**config.mk**
```make
export PLATFORM = sky130hd
export DESIGN_NAME = mips_instr_encoder
export DESIGN_NICKNAME = d
export VERILOG_FILES = /design/src/rtl/mips_instr_encoder.sv
export SDC_FILE = /design/constraint.sdc
export NUM_CORES = 1
export LEC_CHECK = 0
export BUFFER_PORTS_ARGS = -buffer_cell sky130_fd_sc_hd__buf_2
export CORE_MARGIN = 4
export CORE_UTILIZATION = 40
export DETAILED_ROUTE_END_ITERATION = 8
export PLACE_DENSITY_LB_ADDON = 0.05
export SLEW_MARGIN = 25
export SYNTH_ARGS = -nofsm -noshare
export SYNTH_HDL_FRONTEND = slang
export SYNTH_SLANG_ARGS = --single-unit
```
**constraint.sdc**
```tcl
create_clock -name clk -period 2.8 [get_ports clk]
set_clock_uncertainty 0.1 [all_clocks]
set_input_delay 0.14 -clock clk [delete_from_list [all_inputs] [get_ports clk]]
set_output_delay 0.14 -clock clk [all_outputs]
set_load 0.005 [all_outputs]
```
**src/rtl/mips_instr_encoder.sv**
```systemverilog
// Program-load encoder: turns field-level instruction requests into 32-bit MIPS
// words and writes them sequentially into the instruction-memory write port.
module mips_instr_encoder #(
  parameter int                ADDR_W    = 32,
  parameter logic [ADDR_W-1:0] BASE_ADDR = '0,
  parameter int                DEPTH     = 64
) (
  input  logic              clk,
  input  logic              rst,
  input  logic              start,
  input  logic              in_valid,
  output logic              in_ready,
  input  logic [2:0]        in_cls,
  input  logic [4:0]        in_rs,
  input  logic [4:0]        in_rt,
  input  logic [4:0]        in_rd,
  input  logic [4:0]        in_shamt,
  input  logic [5:0]        in_funct,
  input  logic [15:0]       in_imm,
  input  logic [25:0]       in_target,
  input  logic              in_last,
  output logic              imem_we,
  output logic [ADDR_W-1:0] imem_addr,
  output logic [31:0]       imem_wdata,
  output logic [6:0]        word_count,
  output logic              done,
  output logic              err
);

  localparam logic [1:0] ST_IDLE = 2'd0;
  localparam logic [1:0] ST_LOAD = 2'd1;
  localparam logic [1:0] ST_DONE = 2'd2;
  localparam logic [6:0] DEPTH_C = 7'(DEPTH);

  logic [1:0]        state_q, state_d;
  logic [ADDR_W-1:0] ptr_q, ptr_d;
  logic              imem_we_q, imem_we_d;
  logic [ADDR_W-1:0] imem_addr_q, imem_addr_d;
  logic [31:0]       imem_wdata_q, imem_wdata_d;
  logic [6:0]        word_count_q, word_count_d;
  logic              err_q, err_d;
  logic              accept;
  logic              full;

  function automatic logic [31:0] encode(
    input logic [2:0]  cls,
    input logic [4:0]  rs,
    input logic [4:0]  rt,
    input logic [4:0]  rd,
    input logic [4:0]  shamt,
    input logic [5:0]  funct,
    input logic [15:0] imm,
    input logic [25:0] target
  );
    logic [31:0] w;
    case (cls)
      3'd0:    w = {6'b000000, rs, rt, rd, shamt, funct};
      3'd1:    w = {6'b100011, rs, rt, imm};
      3'd2:    w = {6'b101011, rs, rt, imm};
      3'd3:    w = {6'b000100, rs, rt, imm};
      3'd4:    w = {6'b001000, rs, rt, imm};
      3'd5:    w = {6'b000010, target};
      default: w = '0;
    endcase
    return w;
  endfunction

  assign full     = (word_count_q == DEPTH_C);
  assign in_ready = (state_q == ST_LOAD) && (word_count_q < DEPTH_C);
  assign accept   = in_valid && in_ready;

  always_comb begin
    state_d      = state_q;
    ptr_d        = ptr_q;
    imem_we_d    = 1'b0;
    imem_addr_d  = imem_addr_q;
    imem_wdata_d = imem_wdata_q;
    word_count_d = word_count_q;
    err_d        = err_q;
    case (state_q)
      ST_LOAD: begin
        if (accept) begin
          // Classes 6-7 are consumed without a write so the stream never stalls.
          if (in_cls <= 3'd5) begin
            imem_we_d    = 1'b1;
            imem_addr_d  = ptr_q;
            imem_wdata_d = encode(in_cls, in_rs, in_rt, in_rd, in_shamt,
                                  in_funct, in_imm, in_target);
            ptr_d        = ptr_q + ADDR_W'(4);
            word_count_d = word_count_q + 7'd1;
          end else begin
            err_d = 1'b1;
          end
          if (in_last) state_d = ST_DONE;
        end else if (in_valid && full) begin
          err_d = 1'b1;
        end
      end
      default: begin
        if (start) begin
          state_d      = ST_LOAD;
          ptr_d        = BASE_ADDR;
          word_count_d = '0;
          err_d        = 1'b0;
        end
      end
    endcase
  end

  always_ff @(posedge clk) begin
    if (rst) begin
      state_q      <= ST_IDLE;
      ptr_q        <= BASE_ADDR;
      imem_we_q    <= 1'b0;
      imem_addr_q  <= BASE_ADDR;
      imem_wdata_q <= '0;
      word_count_q <= '0;
      err_q        <= 1'b0;
    end else begin
      state_q      <= state_d;
      ptr_q        <= ptr_d;
      imem_we_q    <= imem_we_d;
      imem_addr_q  <= imem_addr_d;
      imem_wdata_q <= imem_wdata_d;
      word_count_q <= word_count_d;
      err_q        <= err_d;
    end
  end

  assign imem_we    = imem_we_q;
  assign imem_addr  = imem_addr_q;
  assign imem_wdata = imem_wdata_q;
  assign word_count = word_count_q;
  assign done       = (state_q == ST_DONE);
  assign err        = err_q;

endmodule

```
**After elaboration in Yosys (flattened, before gate mapping)**

Cells that the tools add are included.

- Bits in registers: 107
- Input port bits: 76
- Output and inout bits: 75

- $add $sub $neg: 2
- Order comparisons: 2
- Equality and inequality tests: 13
- Muxes and demuxes: 19
- Bitwise logic cells: 2
- Reductions and logical operators: 10

Operator list:

| kind | count |
|---|---|
| 32-bit one-hot mux with 6 select lines | 1 |
| 32-bit 2-to-1 mux | 4 |
| 32-bit by 3-bit adder with 32-bit output, second input constant | 1 |
| 7-bit 2-to-1 mux | 4 |
| 3-bit AND reduction | 4 |
| 2-bit 2-to-1 mux | 4 |
| 7-bit by 1-bit adder with 7-bit output, second input constant | 1 |
| 7-bit == test, second input constant | 1 |
| 7-bit < comparator, second input constant | 1 |
| 3-bit by 2-bit == test with 1-bit output, second input constant | 2 |
| 3-bit == test, second input constant | 2 |
| 1-bit 2-to-1 mux | 6 |
| 2-bit inequality test, second input constant | 2 |
| 3-bit by 1-bit == test with 1-bit output, second input constant | 1 |
| 3-bit less-or-equal comparator, second input constant | 1 |
| 1-bit logical AND | 3 |
| 3-bit zero test | 1 |
| 3-bit by 2-bit inequality test with 1-bit output, second input constant | 1 |
| 3-bit inequality test, second input constant | 1 |
| 3-bit OR reduction | 1 |
| 2-bit by 1-bit == test with 1-bit output, second input constant | 1 |
| 2-bit == test, second input constant | 1 |
| 2-bit by 1-bit inequality test with 1-bit output, second input constant | 1 |
| 1-bit inverter | 2 |
| 2-bit nonzero test | 1 |

**Longest topological paths before layout**

Gate-level depths: netlist of run 1.

- Word-level depth: 5
- Mapped depth: 7
- Mapped depth without buffers: 6

**Least setup slack after synthesis of run 1**

No wires, ideal clock.

- Kind: reg2reg
- Start: register ptr_q[4]
- End: register ptr_q[21]
- Setup time: 0.070 ns
- Arrival: 1.765 ns
- Required time: 2.630 ns
- Slack: 0.864 ns
- Cell stages (with the launch flop): 6
- Clock period less this slack: 1.936 ns
- Cells stage by stage: dfxtp_1 nand4_1 or4_4 buf_6 or4_1 a21oi_1

- Word-level cells in the longest chain between the ends: 4

Ends and longest elaborated chain:

| what | line | source |
|---|---|---|
| start, declared | 36 | `logic [ADDR_W-1:0] ptr_q, ptr_d;` |
| start signal, assigned | 121 | `ptr_q <= ptr_d;` |
| 32-bit by 3-bit adder with 32-bit output | 89 | `ptr_d = ptr_q + ADDR_W'(4);` |
| 32-bit 2-to-1 mux | 84 | `if (in_cls <= 3'd5) begin` |
| 32-bit 2-to-1 mux | 82 | `if (accept) begin` |
| 32-bit 2-to-1 mux | 80 | `case (state_q)` |

Every way passes these cells. The select of a mux whose other input is x is not followed.
A chain may end at the register's enable or synchronous reset.

**Worst setup path after layout of run 1**

- Start: register ptr_q[2]
- End: register ptr_q[16]

The elaborated chain is that of the path after synthesis.

==> summary.md, run 1 <==
The flow ran to the end, and the final reports show no timing, DRC or antenna violations. The die outline width was 120 um. The run gives 0 as the number of setup buffers added after CTS. The critical path's largest stage delay came out at 0.47 ns. The tools report the total internal power as 2.24 mW. 0 antenna diodes ended up in the layout. The number of vias in the routed layout was 4,953. The number of non-filler instances in the completed layout was 936; the part of the Yosys area used for sequential elements was 40.5%. STA classifies the critical path startpoint as a flip-flop. Entering global routing, the biggest net connects 67 pins. After clock tree synthesis, the repair step resized 0 gates. Setup repair after global routing left no endpoint under its margin. For this design the total switching power over the nets is 0.747 mW.

The worst-case register-to-register setup slack was 0.61 ns. Max-cap violations in this run came to 0. The initialized floorplan defines 40 standard-cell rows. Input and output buffers added on the ports amount to 147. Relative to the synthesized area, the layout overhead comes to 22.8%. TritonCTS built the clock tree. In this run, the number of DRC markers left after iteration 0 of detailed routing was 338. Detail-routed net length per standard cell: 14.7 um. Critical path class: flip-flop to flip-flop.

The worst hold path belongs to the class input pin to flip-flop. For this run, design rule violations remaining after detail routing come to 0. STA puts the critical path data required time at 2.97 ns.

The switching part of the total was 25.0%; the number of global-route vias before repair was 4,729. The logs give 1 for the number of antenna violations at the first check in global routing and 0 for the count of antenna-violating nets left after detailed routing. The share of total power dissipated in combinational logic is 12.6%. Of the cells placed in the final design, the portion with a size suffix greater than 1 is 25.0%. Post-synth design cell area: 4990 sq um.

The post-synthesis async set-or-reset flop share is 0%, and the number of pins with negative max-slew slack in the final report is 0. The die covers 14,300 sq um. The synthesized area divided by synthesized cell count is 7.76 sq um, and the placed cell count is 917. The maximum level of the CTS H-tree is 3, and the cell leakage power is 2.48 nW.

Number of enable flip-flop cells after synthesis: 0. Measured against its own limit, the worst slew margin works out to 51.5%. The number of flip-flops and latches in the synthesized netlist was 101. Data on the critical path arrives at its endpoint at 2.36 ns. The slowest stage of the critical path is the sky130_fd_sc_hd__or4_1 cell.

The first detailed-routing pass took 5 iterations. The cell sitting at the root of the clock tree is a sky130_fd_sc_hd__clkbuf_16. The clock network fraction of total power was 37.8%; the sequential power share was 49.6%. The hold violation count in the final report was 0; the number of distinct library cells after synthesis was 47. The highest clock rate is 457 MHz.

The total length of routed wires is 13,700 um, and the number of buffers between clock root and the deepest sink is 2. The core box area was 12,100 sq um. The critical path goes through ha_1 -> nand3_1 -> buf_4 -> or4_1 -> or4_1 -> a21oi_1.

The element type at the critical path end is a flip-flop. Buffers inserted during clock tree synthesis total 9. For the sum of net half-perimeters after detailed placement, the log shows 9670 um. In the finished design, the share of the clock period the worst path needs comes to 78.2%.

Timing analysis after detailed placement gives a worst setup slack of 0.539 ns. After clock tree synthesis, the clock-pin slew on the worst setup and hold paths is 0.06 ns. The final layout net count is 843. The later pin in the worst-skew pair is clocked with a latency of 0.34 ns.

The die outline height is 120 um, and the total chip power is 2.99 mW. Using the TritonRoute via totals, the vias-per-cell ratio works out to 5.29. The number of clock sinks seen by CTS came out at 101.

In this run the worst setup path begins at ptr_q[2]. At the end of routability-driven placement, the weighted congestion stood at 0.823. In the synthesized netlist the dominant register cell turns out to be sky130_fd_sc_hd__dfxtp_1. After global routing the overflow that remains totals 0. IR analysis of the VDD net gives a maximum drop of 0.326 mV. The hold path startpoint was in_rt[4]. Setup violations remaining at the end of the flow were counted as 0. For the pin with the worst max-slew slack, the measured transition is 0.727 ns. Setup slack closes at 0.611 ns. The Yosys step of the flow raised 0 warnings. For the finished layout, the period the worst path requires is 2.19 ns.

Hold is met by 0.0848 ns. For this design the top-level I/O count stands at 151. Number of cells on the worst hold path: 3. Of all nets on the critical path, the largest fanout is 15.

The cell that appears most often on the critical path is sky130_fd_sc_hd__or4_1. Power density over the cells: 487 nW/um^2. Once the floorplan was initialized, standard cells occupied 41.2% of the core. Worst-case hold path end point: imem_wdata[20].

The startpoint identified for the worst register-to-register timing path is ptr_q[2]. For the final sum of negative setup slack, the log shows 0 ns. The number of cells on the worst reg-to-reg path is 6. The tools report the endpoint of the worst-slack reg-to-reg timing path as ptr_q[16]. The first global-routing pass estimated 22,900 um of wire.

After technology mapping, the gate count stands at 643. The run gives 19.3% as the overall fraction of global-route tracks in use.
## synth_stat cells (all sizes together) (3+ instances only)
cell	count	area (sq um)
nor2	40	150
ha	3	37.5
a22oi	3	22.5
or3	11	70.1
nand2	127	477
mux2i	26	260
dfxtp	101	2020
nand3	12	65.1
o31ai	9	67.6
buf	10	63.8
inv	15	56.3
clkbuf	46	173
nor4	8	50.1
o221a	9	101
nor3	33	165
a21oi	74	370
and4	4	36.3
xnor2	3	26.3
or4	12	93.8
a32oi	17	149
nand2b	29	181
and2	5	31.3
a2bb2oi	9	78.8
o21ai	11	55.1
nand4	9	56.3
## metrics by stage
step | util (%) | cell area, sq um
after CTS | 50.5 | 6120
after floorplan | - | 5000
after global placement | 48.1 | 5830
after global routing | 50.6 | 6130
final | 50.6 | 6130
after detailed placement | 48.1 | 5830
## kinds of logic after synthesis
family / synth area share [%]
buf+inv: 5.87
xor+xnor: 0.702
mux: 5.22
simple gates: 29.0
fa+ha+maj: 0.752
flops: 40.5
compound gates: 17.9
other cells: 0.0752
## what timing repair did
item	CTS	global route
endpoints found under the hold margin	2	0
endpoints found under the setup margin	0	0
hold buffers	3	0
## cell type report
cell class,instances,area [sq um]
fillers,1231,5980
multi-input cells,473,2710
flip-flops and latches,101,2020
repair buffers,164,875
clock buffers,13,250
well taps,168,210
inverters,15,56.3
clock inverters,2,10.0
## layer usage
layer	wire (um)	global-route usage, %	up-vias
met2	6410	31.4	117
met1	6370	25.2	2321
li1	-	-	2499
met3	786	5.84	14
met5	8	0	-
met4	155	4.65	2
## flip-flops by register name, summed over array words and instances (netlist names)
name,cells
imem_wdata,30
imem_we,1
err,1
state_q,2
ptr_q,30
word_count,7
imem_addr,30
## worst max-delay path, delay by kind of cell, from the launching register on
kind | cells | cell delay (ns)
AO/OA/AOI/OAI | 1 | 0.16
flip-flops | 1 | 0.44
AND/OR/NAND/NOR | 3 | 0.98
buffers and inverters | 1 | 0.20
adder cells (fa/ha/maj) | 1 | 0.24
## cells in the final DEF, fill, tap and decap left out, drive strengths merged, types with 4 or more instances in the layout
cell type    n
o21ai       11
nand4        9
or3         11
nor4         8
or4         12
o221a        9
buf        161
nand2      127
a32oi       17
o31ai        9
mux2i       26
and2         5
nor2        40
nand3       12
nor3        33
a2bb2oi      9
and4         4
nand2b      29
dfxtp      101
a21oi       74
clkbuf      13
inv         15
## worst max-delay path by stage
| stage | end | slack, ns | cells past startpoint |
|---|---|---|---|
| floorplan | ptr_q[21] | 0.86 | 5 |
| global placement | ptr_q[24] | 0.59 | 6 |
| detailed placement | ptr_q[24] | 0.54 | 6 |
| CTS | ptr_q[29] | 0.56 | 5 |
| global route | imem_wdata[22] | 0.43 | 5 |
| finish | ptr_q[16] | 0.61 | 6 |
## power by group through the flow
stage | combinational, mW | sequential (mW) | clock (mW)
2_1_floorplan | 0.227 | 1.51 | 0
3_3_place_gp | 0.362 | 1.51 | 0
3_5_place_dp | 0.368 | 1.51 | 0
4_1_cts | 0.374 | 1.48 | 1.17
5_1_grt | 0.422 | 1.48 | 1.23
6_report | 0.376 | 1.48 | 1.13
(Power assumes the default switching activity.)
==> run 2, diff against run 1 <==
Settings changed: ABC_AREA set to 1.
Clock period 2.8 ns to 2.15 ns, I/O delays scaled along.
==> summary.md, run 2 <==
The run finished with clean final reports. The number of non-filler instances in the completed layout was 990 (+5.8%). The critical path class was flip-flop to flip-flop. The post-synth design cell area was 4600 sq um (-7.8%); the cell leakage power was 2.69 nW (+8.5%). Pre-CTS worst setup slack: 0.287 ns (-0.252 ns).

STA classifies the critical path endpoint as a flip-flop. Grouping stages by cell kind, the critical path spends the most delay in buffers and inverters. The run gives 5,086 (+2.7%) as the number of vias in the routed layout.

Most repeated cell in the gate-level netlist after synthesis: sky130_fd_sc_hd__nand2_1. Total length of routed wires: 15,100 um (+9.8%). Max-cap check violation count: 0 (unchanged).

The die footprint is 13,300 sq um (-7.3%), and the sum of net half-perimeters after detailed placement is 10,200 um (+5.7%). For the number of global-route vias before repair, the log shows 4,823 (+2.0%). The number of buffers and inverters on the critical path came out at 4 (+3). In this run the critical register-to-register path is launched from state_q[0]. TritonCTS built the clock tree.

The logs give 24,000 um (+4.8%) for the first-pass GRT wire length and 41.7% (+0.49 points) for the starting density of the core. The synthesized area divided by synthesized cell count was 7.23 sq um (-6.8%); the data arrival time of the worst path was 2.08 ns (-0.28 ns). The die outline width was 115 um (-3.7%). Most common cell after layout, fill and taps aside: sky130_fd_sc_hd__nand2_1. The area added between synthesis and finish is 39.6%, and the final sum of negative setup slack is 0 ns (unchanged). The global routing stage identified its most utilized layer as met2. The run gives 9 (unchanged) as the total CTS buffers. Final layout net count: 924 (+9.6%). The data required time of the worst path is 2.29 ns (-0.68 ns), and the per-cell via count in the routed design is 5.14 (-2.9%).

The highest clock rate came out at 515 MHz (+13%). The synthesized-area fraction occupied by ao, oa, aoi and oai cells works out to 20.0% (+2.1 points). Row count: 38 (-5.0%). The tools report the number of antenna violations at the first check in global routing as 0 (-1). The number of buffers inserted by port buffering came out at 147 (unchanged).

The logs give 0 (unchanged) for the number of pins with negative max-slew slack in the final report and 0.34 ns (about the same) for the insertion delay to the later sink of the worst-skew pair. Hold path startpoint: in_shamt[4]. For the overall fraction of global-route tracks in use, the log shows 22.4% (+3.1 points).

The number of cell instances on the worst register-to-register path came out at 8 (+2). The tree is rooted in a sky130_fd_sc_hd__clkbuf_16. The logs give 0 (unchanged) for the hold violation count in the final report and 0 (unchanged) for the count of antenna-violating nets left after detailed routing. Worst min-delay path category: input pin to flip-flop.

The number of cells on the worst hold path was 3 (unchanged); the quantity of gates resized following cts was 0 (unchanged). The run gives 11,000 sq um (-8.9%) as the core box area. Setup repair after global routing left no endpoint under its margin. The number of clock sinks seen by CTS is 101 (unchanged), and the total iterations of the first detailed-routing run is 5 (unchanged). The number of flip-flops and latches in the synthesized netlist is 101 (unchanged).

The combinational family with the most area after synthesis is simple AND/OR/NAND/NOR gates. In the layout the commonest cells are sky130_fd_sc_hd__nand2_1, sky130_fd_sc_hd__buf_2, sky130_fd_sc_hd__dfxtp_1, sky130_fd_sc_hd__dlygate4sd3_1, sky130_fd_sc_hd__o21ai_0. Cell at the slowest stage of the critical path: sky130_fd_sc_hd__dfxtp_1. Maximum level of the CTS H-tree: 3 (unchanged). The startpoint kind of the worst setup timing path was a flip-flop. By area the synthesized netlist is led by sky130_fd_sc_hd__dfxtp_1, sky130_fd_sc_hd__nand2_1, sky130_fd_sc_hd__o21ai_0, sky130_fd_sc_hd__a21oi_1, sky130_fd_sc_hd__nor2_1. The placed cell count was 906 (-1.2%).

The largest area contributor in the synthesized netlist is sky130_fd_sc_hd__dfxtp_1. The number of distinct library cells after synthesis is 35 (-26%), and the mux cell area share after synthesis is 0% (-5.2 points). The fraction of the mapped netlist area in adder cells was 0.816% (+0.064 points). Cell area after layout: 6420 sq um (+4.7%). The final critical-path required period was 1.94 ns (-0.247 ns); the area share of and/or/nand/nor cells after synthesis was 26.9% (-2.2 points). For the placed standard-cell area, the log shows 5450 sq um (-6.5%).

The number of setup violations in the final report was 0 (unchanged). Post-synthesis async set-or-reset flop share: 0% (unchanged). The portion of the clock cycle consumed by the worst path in the final layout is 90.3% (+12 points), and the global-route track usage on met3 is 4.47% (-1.4 points).

The boundary pin count was 151 (unchanged); the part of the Yosys area used for sequential elements was 44.0% (+3.5 points). Total inserted antenna cells: 0 (unchanged). The critical path's largest stage delay was 0.39 ns (-0.08 ns).

The fraction of synthesized cell area taken by the top area cell type is 44.0% (+3.5 points), and the routability congestion estimate is 0.881 (+7.1%). The DRC violation count after routing was 0 (unchanged); the power density over the cells was 636 nW/um^2 (+31%). The largest net degree at the start of global routing is 49 (-27%), and the clock-pin slew reported for the worst setup and hold paths after clock tree synthesis is 0.07 ns (about the same).

Die outline height: 115 um (-3.7%). The initial DRC count is 508 (+50%). Maximum fanout encountered on the critical timing path: 48 (+33). The prevailing post-synth register cell is sky130_fd_sc_hd__dfxtp_1. Endpoint of the worst-slack reg-to-reg timing path: imem_wdata[1].

The run gives 636 (-1.1%) as the synthesized instance count. The logs give 0.21 ns (-0.40 ns) for the worst-case register-to-register setup slack and 27.2% (+2.0 points) for the met1 track demand over resource in global routing. The minimum hold slack came out at 0.0204 ns (-0.0644 ns). The tools report the worst-case hold path end point as imem_wdata[10].

The count of yosys warnings during synthesis is 0 (unchanged), and the share of final-layout standard cells stronger than drive strength 1 is 23.9% (-1.1 points). Ranked by instance count, the synthesized netlist is headed by sky130_fd_sc_hd__nand2_1, sky130_fd_sc_hd__dfxtp_1, sky130_fd_sc_hd__o21ai_0. For the minimum setup slack in the final design, the log shows 0.208 ns (-0.403 ns). The number of enable flip-flop cells after synthesis was 0 (unchanged); the detail-routed net length per standard cell was 15.2 um (+3.8%). The xor/xnor share of the synthesized area is 0% (-0.70 points). The met2 capacity usage during global routing is 39.7% (+8.3 points), and the number of buffers between clock root and the deepest sink is 2 (unchanged). The final global-route overflow total came out at 0 (unchanged). The peak supply drop is 0.353 mV (+8.2%).

The signal on the critical path passes through inv_2 -> nor2_4 -> nand4_2 -> buf_4 -> inv_2 -> buf_4 -> o21ai_0 -> a41oi_1.
==> run 2: changes by cell type in the layout (fill, tap and decap cells not counted), moves of 29 or more <==
cell,delta
sky130_fd_sc_hd__inv_1,+29
sky130_fd_sc_hd__dlygate4sd3_1,+65
sky130_fd_sc_hd__o21ai_0,+54
sky130_fd_sc_hd__nand2b_1,-29
sky130_fd_sc_hd__nand2_1,+39
==> run 2: worst min-delay path, stage by stage <==
cell                      delay, ns
sky130_fd_sc_hd__buf_2         0.11
sky130_fd_sc_hd__nand2_1       0.07
sky130_fd_sc_hd__a41oi_1       0.12
==> run 2: per-layer routing <==
metal	part of all wire, %	vias up	wire length (um)
li1	-	2535	-
met1	41	2333	6210
met2	50	200	7480
met3	7.8	18	1170
met4	1.4	0	218
met5	0	-	0
==> run 2: per-stage QoR <==
| stage | utilization, % | total power, mW |
|---|---|---|
| 2_1_floorplan | - | 2.21 |
| 3_3_place_gp | 49.4 | 2.39 |
| 3_5_place_dp | 49.4 | 2.40 |
| 4_1_cts | 58.2 | 4.11 |
| 5_1_grt | 58.2 | 4.26 |
| 6_report | 58.2 | 4.08 |
==> run 2: how the worst max path moves through the flow <==
stage,start,to,slack (ns),cells past startpoint
3_3_place_gp,ptr_q[2],ptr_q[18],0.33,8
5_1_grt,state_q[0],imem_wdata[1],0.06,8
2_1_floorplan,ptr_q[2],ptr_q[18],0.58,8
4_1_cts,ptr_q[2],ptr_q[18],0.27,8
3_5_place_dp,ptr_q[2],ptr_q[18],0.29,8
6_report,state_q[0],imem_wdata[1],0.21,8
==> run 2: cell families after synthesis <==
logic type,after synthesis
simple gates,281
compound gates,165
flops,101
buf+inv,85
fa+ha+maj,3
other cells,1
==> run 2: what timing repair did <==
| item | 4_1_cts | 5_1_grt |
|---|---|---|
| setup buffers | 0 | 0 |
| hold endpoints to repair | 28 | 0 |
| hold buffers | 68 | 0 |
==> run 2: power breakdown <==
part           internal, mW  total, mW  switching [mW]
clock network         0.909       1.62           0.715
logic                 0.240      0.509           0.269
registers              1.92       1.95          0.0288
total                  3.07       4.08            1.01
==> run 2: cell type report <==
cell class / count / area, sq um
Fill cell: 1001 / 4610
Clock buffer: 11 / 233
Tap cell: 140 / 175
Clock inverter: 5 / 60.1
Sequential cell: 101 / 2020
Inverter: 49 / 184
Multi-Input combinational cell: 452 / 2200
Timing Repair Buffer: 232 / 1540
==> run 3, diff against run 2 <==
Settings changed: CORE_UTILIZATION 40 to 46.
Clock period 2.15 ns to 1.7 ns, I/O delays scaled along.
==> summary.md, run 3 (same netlist as run 2, synthesis figures left out) <==
The maximum fanout encountered on the critical timing path is 35 (-27%), and the number of pins with negative max-slew slack in the final report is 0 (unchanged). The overall fraction of global-route tracks in use is 26.3% (+3.9 points). For the data arrival time of the worst path, the log shows 1.80 ns (-0.28 ns). The sum of net half-perimeters after detailed placement was 9840 um (-3.7%); the number of non-filler instances in the completed layout was 1,004 (+1.4%). The area added between synthesis and finish was 44.0%; the hold violation count in the final report was 0 (unchanged).

The core box area is 9770 sq um (-11%). Insertion delay to the later sink of the worst-skew pair: 0.37 ns (+0.03 ns). The die outline height is 108 um (-6.3%). The final layout net count is 944 (+2.2%). The share of the core filled with cells was 67.7% (+9.5 points); the number of setup violations in the final report was 0 (unchanged). The final sum of negative setup slack was 0 ns (unchanged); the placed cell count was 911 (+0.55%). The switching part of the total works out to 25.9% (+1.1 points). The library cell used most frequently in the layout, excluding fill and tap cells, is sky130_fd_sc_hd__nand2_1. The critical path's largest stage delay is 0.55 ns (+0.16 ns). Row count: 36 (-5.3%).

The max-cap check violation count came out at 0 (unchanged). For this run, the top clock speed supported by timing is 616 MHz. The number of buffers between clock root and the deepest sink is 2 (unchanged), and the number of clock sinks seen by CTS is 101 (unchanged). The tools report the clock network fraction of total power as 33.4% (-6.4 points).

TritonCTS built the clock tree. The number of antenna violations at the first check in global routing is 0 (unchanged). The share of final-layout standard cells stronger than drive strength 1 came out at 27.5% (+3.6 points). The starting density of the core was 47.0% (+5.4 points); the routability congestion estimate was 0.881 (unchanged). The switching power came out at 1.24 mW (+22%). The run gives 2.81 nW (+4.3%) as the cell leakage power. For the number of global-route vias before repair, the log shows 5,132 (+6.4%). The startpoint identified for the worst hold timing path is start. The flow ran to the end, and the final reports show no timing, DRC or antenna violations.

The boundary pin count is 151 (unchanged), and the final global-route overflow total is 0 (unchanged). The total length of routed wires came out at 15,600 um (+3.8%). The number of buffers inserted by port buffering was 147 (unchanged); the sequential power share was 51.7% (+3.9 points). The library cells used most frequently in the layout, excluding fill and tap cells, are sky130_fd_sc_hd__nand2_1, sky130_fd_sc_hd__buf_2, sky130_fd_sc_hd__dfxtp_1, sky130_fd_sc_hd__dlygate4sd3_1.

The placed standard-cell area is 5590 sq um (+2.6%), and the clock-pin slew reported for the worst setup and hold paths after clock tree synthesis is 0.09 ns (+0.02 ns). The portion of total power attributed to combinational logic came out at 14.9% (+2.4 points). For the data required time of the worst path, the log shows 1.88 ns (-0.41 ns). The minimum hold slack is 0.0289 ns (+0.00856 ns), and the portion of the clock cycle consumed by the worst path in the final layout is 95.5%. For the total internal power, the log shows 3.54 mW (+15%). The die footprint came out at 11,700 sq um (-12%). The total iterations of the first detailed-routing run is 6 (+1).

The minimum setup slack in the final design is 0.0763 ns (-0.132 ns). The slowest stage of the critical path belongs to the cell sky130_fd_sc_hd__dlygate4sd3_1. The power density over the cells is 721 nW/um^2 (+13%).

The startpoint kind of the worst setup timing path is an input pin. For the first-pass GRT wire length, the log shows 24,700 um (+2.9%). Detail-routed net length per standard cell: 15.6 um (+2.4%). The count of antenna-violating nets left after detailed routing is 0 (unchanged). Walking the worst path, the cells encountered are dlygate4sd3_1 -> buf_2 -> nand2_1 -> nand4_4 -> inv_2 -> buf_12 -> o21ai_0 -> a31oi_1. The tools report the largest net degree at the start of global routing as 70 (+43%). The clock period could shrink to 1.62 ns. The DRC violation count after routing came out at 0 (unchanged). The worst setup path is captured at a flip-flop. In this run the critical register-to-register path is launched from state_q[0].

The per-cell via count in the routed design works out to 5.31 (+3.3%). The tools report the number of vias in the routed layout as 5,327 (+4.7%). For the pre-CTS worst setup slack, the log shows 0.0643 ns (-0.223 ns). The critical path launch point was in_cls[2].

The total chip power came out at 4.78 mW (+17%). The tools report the cell area after layout as 6620 sq um (+3.1%). The critical path class was input pin to flip-flop. The initial DRC count is 462 (-9.1%). CTS placed an instance of sky130_fd_sc_hd__clkbuf_8 at the clock tree root. Maximum level of the CTS H-tree: 3 (unchanged). The tools report the peak supply drop as 0.381 mV (+8.0%). Die outline width: 108 um (-6.3%).

The tightest min-delay check is of the input pin to flip-flop type. Total CTS buffers: 9 (unchanged).
## run 3: changes by cell type in the layout (fill, tap and decap cells not counted), moves of 5 or more
cell / delta
sky130_fd_sc_hd__clkbuf_16: -8
sky130_fd_sc_hd__buf_12: +5
sky130_fd_sc_hd__nor2_2: +5
sky130_fd_sc_hd__dfxtp_1: -11
sky130_fd_sc_hd__clkbuf_8: +11
sky130_fd_sc_hd__buf_4: +10
sky130_fd_sc_hd__dfxtp_2: +11
sky130_fd_sc_hd__nor2_1: -5
## run 3: layer usage
| layer | track usage [%] | share of wire (%) |
|---|---|---|
| met1 | 30.7 | 41 |
| met2 | 44.4 | 47 |
| met3 | 5.73 | 7.9 |
| met4 | 15.3 | 4.4 |
| met5 | 0 | 0 |
## run 3: power by group through the flow
stage	clock network, mW	logic [mW]	registers (mW)
2_1_floorplan	0	0.271	2.52
3_3_place_gp	0	0.529	2.52
3_5_place_dp	0	0.537	2.52
4_1_cts	1.65	0.668	2.46
5_1_grt	1.73	0.769	2.48
6_report	1.60	0.712	2.47
## run 3: timing repair
item	CTS	global route
hold buffers	72	0
gates resized for setup	0	22
buffers inserted	0	3
endpoints found under the hold margin	30	0
endpoints found under the setup margin	0	46
## run 3: area by class of cell
type	count	area, sq um
sequential	101	2040
clock buffer	11	151
tap	133	166
fill	838	3150
timing repair buffer	252	1780
inverter	49	184
multi-input combinational	452	2240
clock inverter	5	57.6
antenna	1	2.50
## run 3: worst max-delay path: cells and delay by family
family	cells	cell delay, ns
simple gates	2	0.31
buf+inv	4	1.02
compound gates	2	0.37
## run 3: worst paths after layout
kind	to	slack (ns)	depth (start not counted)
setup reg to reg	imem_wdata[16]	0.12	7
hold reg to reg	imem_addr[28]	0.36	2
setup / recovery	imem_wdata[16]	0.08	8
hold / removal	state_q[0]	0.03	5
